[config.mk]
export PLATFORM = sky130hd
export DESIGN_NAME = uart_cnt_report
export DESIGN_NICKNAME = d
export VERILOG_FILES = /design/src/rtl/uart_report_pkg.sv /design/src/rtl/uart_byte_tx.sv /design/src/rtl/uart_cnt_report.sv
export SDC_FILE = /design/constraint.sdc
export NUM_CORES = 1
export LEC_CHECK = 0
export ABC_AREA = 1
export CAP_MARGIN = 20
export CORE_MARGIN = 5
export CORE_UTILIZATION = 55
export CTS_BUF_LIST = sky130_fd_sc_hd__clkbuf_8
export DETAILED_ROUTE_END_ITERATION = 12
export PLACE_DENSITY = 0.85
export SLEW_MARGIN = 30
export SYNTH_ARGS = -nofsm -noshare
export SYNTH_HDL_FRONTEND = slang
export SYNTH_HIERARCHICAL = 1
export SYNTH_SLANG_ARGS = --single-unit
[constraint.sdc]
create_clock -name sys_clk -period 4.04 [get_ports sys_clk]
set_input_delay 0.404 -clock sys_clk [delete_from_list [all_inputs] [get_ports sys_clk]]
set_output_delay 0.404 -clock sys_clk [all_outputs]
set_load 0.01 [all_outputs]
[src/rtl/uart_report_pkg.sv]
// Shared constants, ASCII helpers and FSM state encoding for the UART
// counter reporter.
package uart_report_pkg;

  localparam logic [7:0] ASCII_W  = 8'h57;
  localparam logic [7:0] ASCII_R  = 8'h52;
  localparam logic [7:0] ASCII_EQ = 8'h3D;
  localparam logic [7:0] ASCII_SP = 8'h20;
  localparam logic [7:0] ASCII_CR = 8'h0D;
  localparam logic [7:0] ASCII_LF = 8'h0A;

  // "W=" + wr nibbles + " R=" + rd nibbles + CR LF
  function automatic int unsigned msg_len(input int unsigned cnt_w);
    return 7 + 2 * (cnt_w / 4);
  endfunction

  localparam int unsigned DEF_CNT_W = 24;
  localparam int unsigned MSG_LEN   = msg_len(DEF_CNT_W);

  function automatic logic [7:0] nib2ascii(input logic [3:0] nib);
    return (nib < 4'd10) ? (8'h30 + {4'h0, nib}) : (8'h37 + {4'h0, nib});
  endfunction

  typedef enum logic [2:0] {
    ST_IDLE,
    ST_LOAD,
    ST_START,
    ST_DATA,
    ST_STOP
  } state_e;

endpackage

[src/rtl/uart_byte_tx.sv]
// 8N1 byte serialiser with a valid/ready handshake; ready is also offered in
// the last stop-bit cycle so consecutive bytes go out back-to-back.
module uart_byte_tx
  import uart_report_pkg::*;
#(
  parameter int unsigned BAUD_DIV = 434
) (
  input  logic       sys_clk,
  input  logic       rst_n,
  input  logic [7:0] data_i,
  input  logic       valid_i,
  output logic       ready_o,
  output logic       stop_near_o,
  output logic       tx_o
);

  localparam int unsigned BW = (BAUD_DIV > 1) ? $clog2(BAUD_DIV) : 1;

  state_e          state_q, state_d;
  logic [BW-1:0]   baud_q, baud_d;
  logic [2:0]      bit_q, bit_d;
  logic [7:0]      sh_q, sh_d;
  logic            tx_q, tx_d;
  logic            bit_end;

  assign bit_end     = (baud_q == BW'(BAUD_DIV - 1));
  assign ready_o     = (state_q == ST_IDLE) || ((state_q == ST_STOP) && bit_end);
  assign stop_near_o = (state_q == ST_STOP) && (baud_q == BW'(BAUD_DIV - 2));
  assign tx_o        = tx_q;

  always_comb begin
    state_d = state_q;
    baud_d  = baud_q;
    bit_d   = bit_q;
    sh_d    = sh_q;
    tx_d    = tx_q;
    if (state_q != ST_IDLE) begin
      baud_d = bit_end ? '0 : baud_q + 1'b1;
    end
    case (state_q)
      ST_IDLE: begin
        if (valid_i) begin
          state_d = ST_START;
          baud_d  = '0;
          sh_d    = data_i;
          tx_d    = 1'b0;
        end
      end
      ST_START: begin
        if (bit_end) begin
          state_d = ST_DATA;
          bit_d   = '0;
          tx_d    = sh_q[0];
        end
      end
      ST_DATA: begin
        if (bit_end) begin
          if (bit_q == 3'd7) begin
            state_d = ST_STOP;
            tx_d    = 1'b1;
          end else begin
            bit_d = bit_q + 1'b1;
            sh_d  = {1'b0, sh_q[7:1]};
            tx_d  = sh_q[1];
          end
        end
      end
      ST_STOP: begin
        if (bit_end) begin
          if (valid_i) begin
            state_d = ST_START;
            sh_d    = data_i;
            tx_d    = 1'b0;
          end else begin
            state_d = ST_IDLE;
          end
        end
      end
      default: state_d = ST_IDLE;
    endcase
  end

  always_ff @(posedge sys_clk or negedge rst_n) begin
    if (!rst_n) begin
      state_q <= ST_IDLE;
      baud_q  <= '0;
      bit_q   <= '0;
      sh_q    <= '0;
      tx_q    <= 1'b1;
    end else begin
      state_q <= state_d;
      baud_q  <= baud_d;
      bit_q   <= bit_d;
      sh_q    <= sh_d;
      tx_q    <= tx_d;
    end
  end

endmodule

[src/rtl/uart_cnt_report.sv]
// Periodically snapshots the write/read byte counters and prints them as
// "W=hhhhhh R=hhhhhh\r\n" on an 8N1 UART line.
module uart_cnt_report
  import uart_report_pkg::*;
#(
  parameter int unsigned CLK_FREQ      = 50_000_000,
  parameter int unsigned BAUD          = 115200,
  parameter int unsigned REPORT_CYCLES = 50_000_000,
  parameter int unsigned CNT_W         = 24
) (
  input  logic             sys_clk,
  input  logic             rst_n,
  input  logic             report_en,
  input  logic [CNT_W-1:0] wr_cnt,
  input  logic [CNT_W-1:0] rd_cnt,
  output logic             uart_tx,
  output logic             busy
);

  localparam int unsigned BAUD_DIV = (CLK_FREQ + BAUD / 2) / BAUD;
  localparam int unsigned NIB      = CNT_W / 4;
  localparam int unsigned LEN      = msg_len(CNT_W);
  localparam int unsigned IDX_W    = $clog2(LEN);
  localparam int unsigned TW       = (REPORT_CYCLES > 1) ? $clog2(REPORT_CYCLES) : 1;
  localparam logic [IDX_W-1:0] LAST_IDX = IDX_W'(LEN - 1);

  logic [TW-1:0]    timer_q, timer_d;
  logic             tick;
  state_e           state_q, state_d;
  logic [IDX_W-1:0] idx_q, idx_d;
  logic [CNT_W-1:0] wr_q, wr_d, rd_q, rd_d;
  logic             busy_q, busy_d;
  logic [7:0]       ch;
  logic             tx_valid, tx_ready, tx_stop_near;

  assign tick    = (timer_q == TW'(REPORT_CYCLES - 1));
  assign timer_d = tick ? '0 : timer_q + 1'b1;
  assign busy    = busy_q;

  always_comb begin
    int unsigned i;
    logic [3:0]  nib;
    i   = 32'(idx_q);
    nib = '0;
    ch  = ASCII_LF;
    if (i == 0) begin
      ch = ASCII_W;
    end else if (i == 1) begin
      ch = ASCII_EQ;
    end else if (i < NIB + 2) begin
      nib = 4'(wr_q >> (4 * (NIB + 1 - i)));
      ch  = nib2ascii(nib);
    end else if (i == NIB + 2) begin
      ch = ASCII_SP;
    end else if (i == NIB + 3) begin
      ch = ASCII_R;
    end else if (i == NIB + 4) begin
      ch = ASCII_EQ;
    end else if (i < 2 * NIB + 5) begin
      nib = 4'(rd_q >> (4 * (2 * NIB + 4 - i)));
      ch  = nib2ascii(nib);
    end else if (i == 2 * NIB + 5) begin
      ch = ASCII_CR;
    end
  end

  // LOAD keeps the next byte on offer so the serialiser takes it in its last
  // stop cycle; ST_STOP here means "final byte in flight" and releases busy
  // one cycle ahead of the line going idle, so busy spans exactly one
  // message time starting at the snapshot edge.
  always_comb begin
    state_d  = state_q;
    idx_d    = idx_q;
    wr_d     = wr_q;
    rd_d     = rd_q;
    busy_d   = busy_q;
    tx_valid = 1'b0;
    case (state_q)
      ST_IDLE: begin
        if (tick && report_en) begin
          state_d = ST_LOAD;
          idx_d   = '0;
          wr_d    = wr_cnt;
          rd_d    = rd_cnt;
          busy_d  = 1'b1;
        end
      end
      ST_LOAD: begin
        tx_valid = 1'b1;
        if (tx_ready) begin
          if (idx_q == LAST_IDX) begin
            state_d = ST_STOP;
          end else begin
            idx_d = idx_q + 1'b1;
          end
        end
      end
      ST_STOP: begin
        if (tx_stop_near) begin
          state_d = ST_IDLE;
          busy_d  = 1'b0;
          idx_d   = '0;
        end
      end
      default: state_d = ST_IDLE;
    endcase
  end

  always_ff @(posedge sys_clk or negedge rst_n) begin
    if (!rst_n) begin
      timer_q <= '0;
      state_q <= ST_IDLE;
      idx_q   <= '0;
      wr_q    <= '0;
      rd_q    <= '0;
      busy_q  <= 1'b0;
    end else begin
      timer_q <= timer_d;
      state_q <= state_d;
      idx_q   <= idx_d;
      wr_q    <= wr_d;
      rd_q    <= rd_d;
      busy_q  <= busy_d;
    end
  end

  uart_byte_tx #(
    .BAUD_DIV(BAUD_DIV)
  ) u_byte_tx (
    .sys_clk    (sys_clk),
    .rst_n      (rst_n),
    .data_i     (ch),
    .valid_i    (tx_valid),
    .ready_o    (tx_ready),
    .stop_near_o(tx_stop_near),
    .tx_o       (uart_tx)
  );

endmodule

==> run metrics <==
status=complete, no violations; Initial Util=56.7%; EDFF count, synth=0; Comb power frac=around 4%; Mean Syn Cell Area=roughly 8.3 sq um; Worst path max stage delay=approximately 0.53 ns; Yosys warning total=6; worst clock skew=about 0.0074 ns; cell with the most instances after synthesis=nand2_1; min Tclk post-route=between 2 and 3 ns; crit path kind=register to register; DRC=0; Routed WL=roughly 13,000 um; Syn-to-layout area delta=13.1%; Die ar.=0.0135 sq mm; busiest grt layer=met2; NetSw=roughly 0.4 mW; final setup vio count=0; # IOs=between 50 and 60; share of cells above drive strength 1=11.5%; slew at the pin closest to its max-slew limit=0.883 ns; Rows=38; Clk pwr share=36.6%; first-pass GRT wire length=about 23,000 um; hold crit path type=primary input to asynchronous set/reset pin; RD Place Congestion=around 0.92; Synth Cell Area=about 0.0062 sq mm; die height=about 120 um; insertion delay to the later sink of the worst-skew pair=approximately 0.38 ns; Synth Instances=approximately 750; GR Util All Layers=about a fifth; Worst Setup Start Kind=register; Root Buffer=clkbuf_8; hold slack final=between 0.05 and 0.06 ns; Leakage=~3.7 nW; Power Dens Cells=between 200 and 300 mW/mm^2; Max clock buf depth=2; CP bufs+invs=3; Routed Antenna Nets=0; post-synth net total=between 800 and 900; worst r2r src=idx_q[1]; DP Area=roughly 0.007 sq mm; Place WS=~1.2 ns; Async SR Flop Fraction=100%; initial antenna violation count=0; CTS buffer count=9; slowest CP cell=dfrtp_1; ant diodes=0; Layout Nets=867; Crit Path Max Fanout=10; RSZ-0062 raised after global routing=false; power after layout=roughly 1.8 mW; Yosys top cell by area=dfrtp_1; Final Hold Fails=0; dominant cells by area after synthesis=dfrtp_1, nand2_1, mux2_4; drt wl/cell=~14 um; post-cts sizing count=0; total grt overflow=0; vias per std cell=around 5.4; HPWL Detailed=about 9600 um; final period utilization=a little under three quarters; worst path arrival time=about 3.2 ns; met2 Track Usage GR=between 30% and 40%; IO buf count=52; CP most frequent cell=nand2_1; Slew Viols, Final=0; post-route cell area=a little over 0.007 sq mm; slew margin rel.=~40%; fin worst setup slack=~1.1 ns; worst-path cell chain=inv_1, ha_1, nand2_1, nor2_1, ha_1, nand2_1, a21oi_1, inv_1, ha_1, inv_1, nand3_1, nand2_1, nand2_1, nand2_1, nand2_1, nand2_1, nand2_1, nand2_1, nand2_1, nand2_1, nand2_1, nand2_1; # Max-Cap Violations=0; Seq pwr share=59.4%; first drt pass iteration count=6; TritonCTS clock tree=yes; commonest cells in the netlist=nand2_1, dfrtp_1, inv_1; FMAX=between 300 and 400 MHz; top cell type's share of synthesized area=between 40% and 50%; vias=5,102; Setup crit end kind=register; setup TNS=0 ns; CTS Sinks=106; post-CTS setup buffer count=0; Die X=116 um; # H-tree levels=3; Post-CTS Hold Buffers=0; met1 usage=between 20% and 30%; post-synthesis sequential area ratio=42.6%; Core ar.=around 0.011 sq mm; largest net degree at the start of global routing=85; ys flop type=dfrtp_1; Pint=1.39 mW; Distinct cells, synth=40; Sw Share=~22%; CP top delay family=simple AND/OR/NAND/NOR gates; routing usage on met3=slightly below 5%; Initial DRC Count=between 400 and 500; vias in the first global route=between 5,000 and 6,000; Worst-path clk slew=around 0.1 ns; post-synthesis register bit count=approximately 110; Crit path required time=about 4.4 ns; VDD IR-drop max=0.000198 V; worst setup path startpoint=idx_q[1]
[metal layers]
layer / wire length (um) / vias up
li1: - / 2546
met1: 5710 / 2382
met2: 6420 / 136
met3: 613 / 38
met4: 412 / 0
met5: 0 / -
[power groups by stage]
stage,Sequential (mW),Clock (mW),Combinational (mW)
3_5_place_dp,1.08,0,0.0743
5_1_grt,1.06,0.712,0.0805
2_1_floorplan,1.08,0,0.00172
3_3_place_gp,1.08,0,0.0727
6_report,1.06,0.654,0.0721
4_1_cts,1.06,0.677,0.0745
[layout by cell type, fill, tap and decap left out, types with 2 or more instances in the layout]
master and instances:
inv_1 84, nand2_1 205, clkbuf_8 9, a21oi_1 24, ha_1 13, o21ai_0 35
or2_2 4, clkdlybuf4s50_1 51, nor2_1 70, xor2_1 11, mux2_4 48, nand2_2 5
nand4_1 13, o21ai_1 2, nand2_4 4, xnor2_1 4, o22ai_1 6, buf_4 4
clkinv_2 2, inv_2 3, nor2_2 4, nand3_1 56, inv_6 2, nor3_1 17
dfrtp_1 105, nor4_1 6, o21a_1 4
[area by class of cell]
type,count,area [sq um]
clock buffers,9,124
clock inverters,6,65.1
well taps,140,175
multi-input cells,542,3140
inverters,88,330
repair buffers,56,552
fillers,887,3940
flip-flops and latches,106,2650
[flip-flops by register name, summed over array words and instances (netlist names)]
| signal | flops |
|---|---|
| u_byte_tx/sh_q | 8 |
| state_q | 2 |
| idx_q | 5 |
| u_byte_tx/baud_q | 9 |
| u_byte_tx/state_q | 3 |
| u_byte_tx/bit_q | 3 |
| u_byte_tx/tx_o | 1 |
| wr_q | 24 |
| rd_q | 24 |
| timer_q | 26 |
| busy | 1 |
[worst register-to-register path: cells and delay by family (launching register included)]
family	cells	cell delay [ns]
and+or+nand+nor	15	0.96
adders and majority gates	3	0.85
DFF	1	0.53
buffers and inverters	3	0.28
AOI/OAI and AO/OA	1	0.21
[cells by family (layout without fill, tap and decap cells)]
kind of cell,Yosys count,count (layout),share of synthesized area [%]
buf+inv,103,159,6.93
flops,106,106,42.6
compound gates,77,77,6.73
simple gates,388,388,27.4
xor+xnor,15,15,2.11
fa+ha+maj,13,13,2.61
other cells,1,1,0.0602
mux,48,48,11.6
[per-stage QoR]
stage	util, %	std cells
floorplan	-	751
global placement	62.3	932
detailed placement	62.4	932
CTS	64.1	947
global route	64.1	947
finish	64.1	947
[final timing paths]
path | end | cells past startpoint | slack, ns
worst max-delay path | u_byte_tx/sh_q[1] | 22 | 1.14
worst min-delay path | timer_q[21] | 1 | 0.06
worst max register to register | u_byte_tx/sh_q[1] | 22 | 1.14
worst min register to register | u_byte_tx/tx_o | 2 | 0.47
max in group asynchronous | u_byte_tx/tx_o | 2 | 3.14
min in group sys_clk | u_byte_tx/tx_o | 2 | 0.47
(Power assumes the default switching activity.)
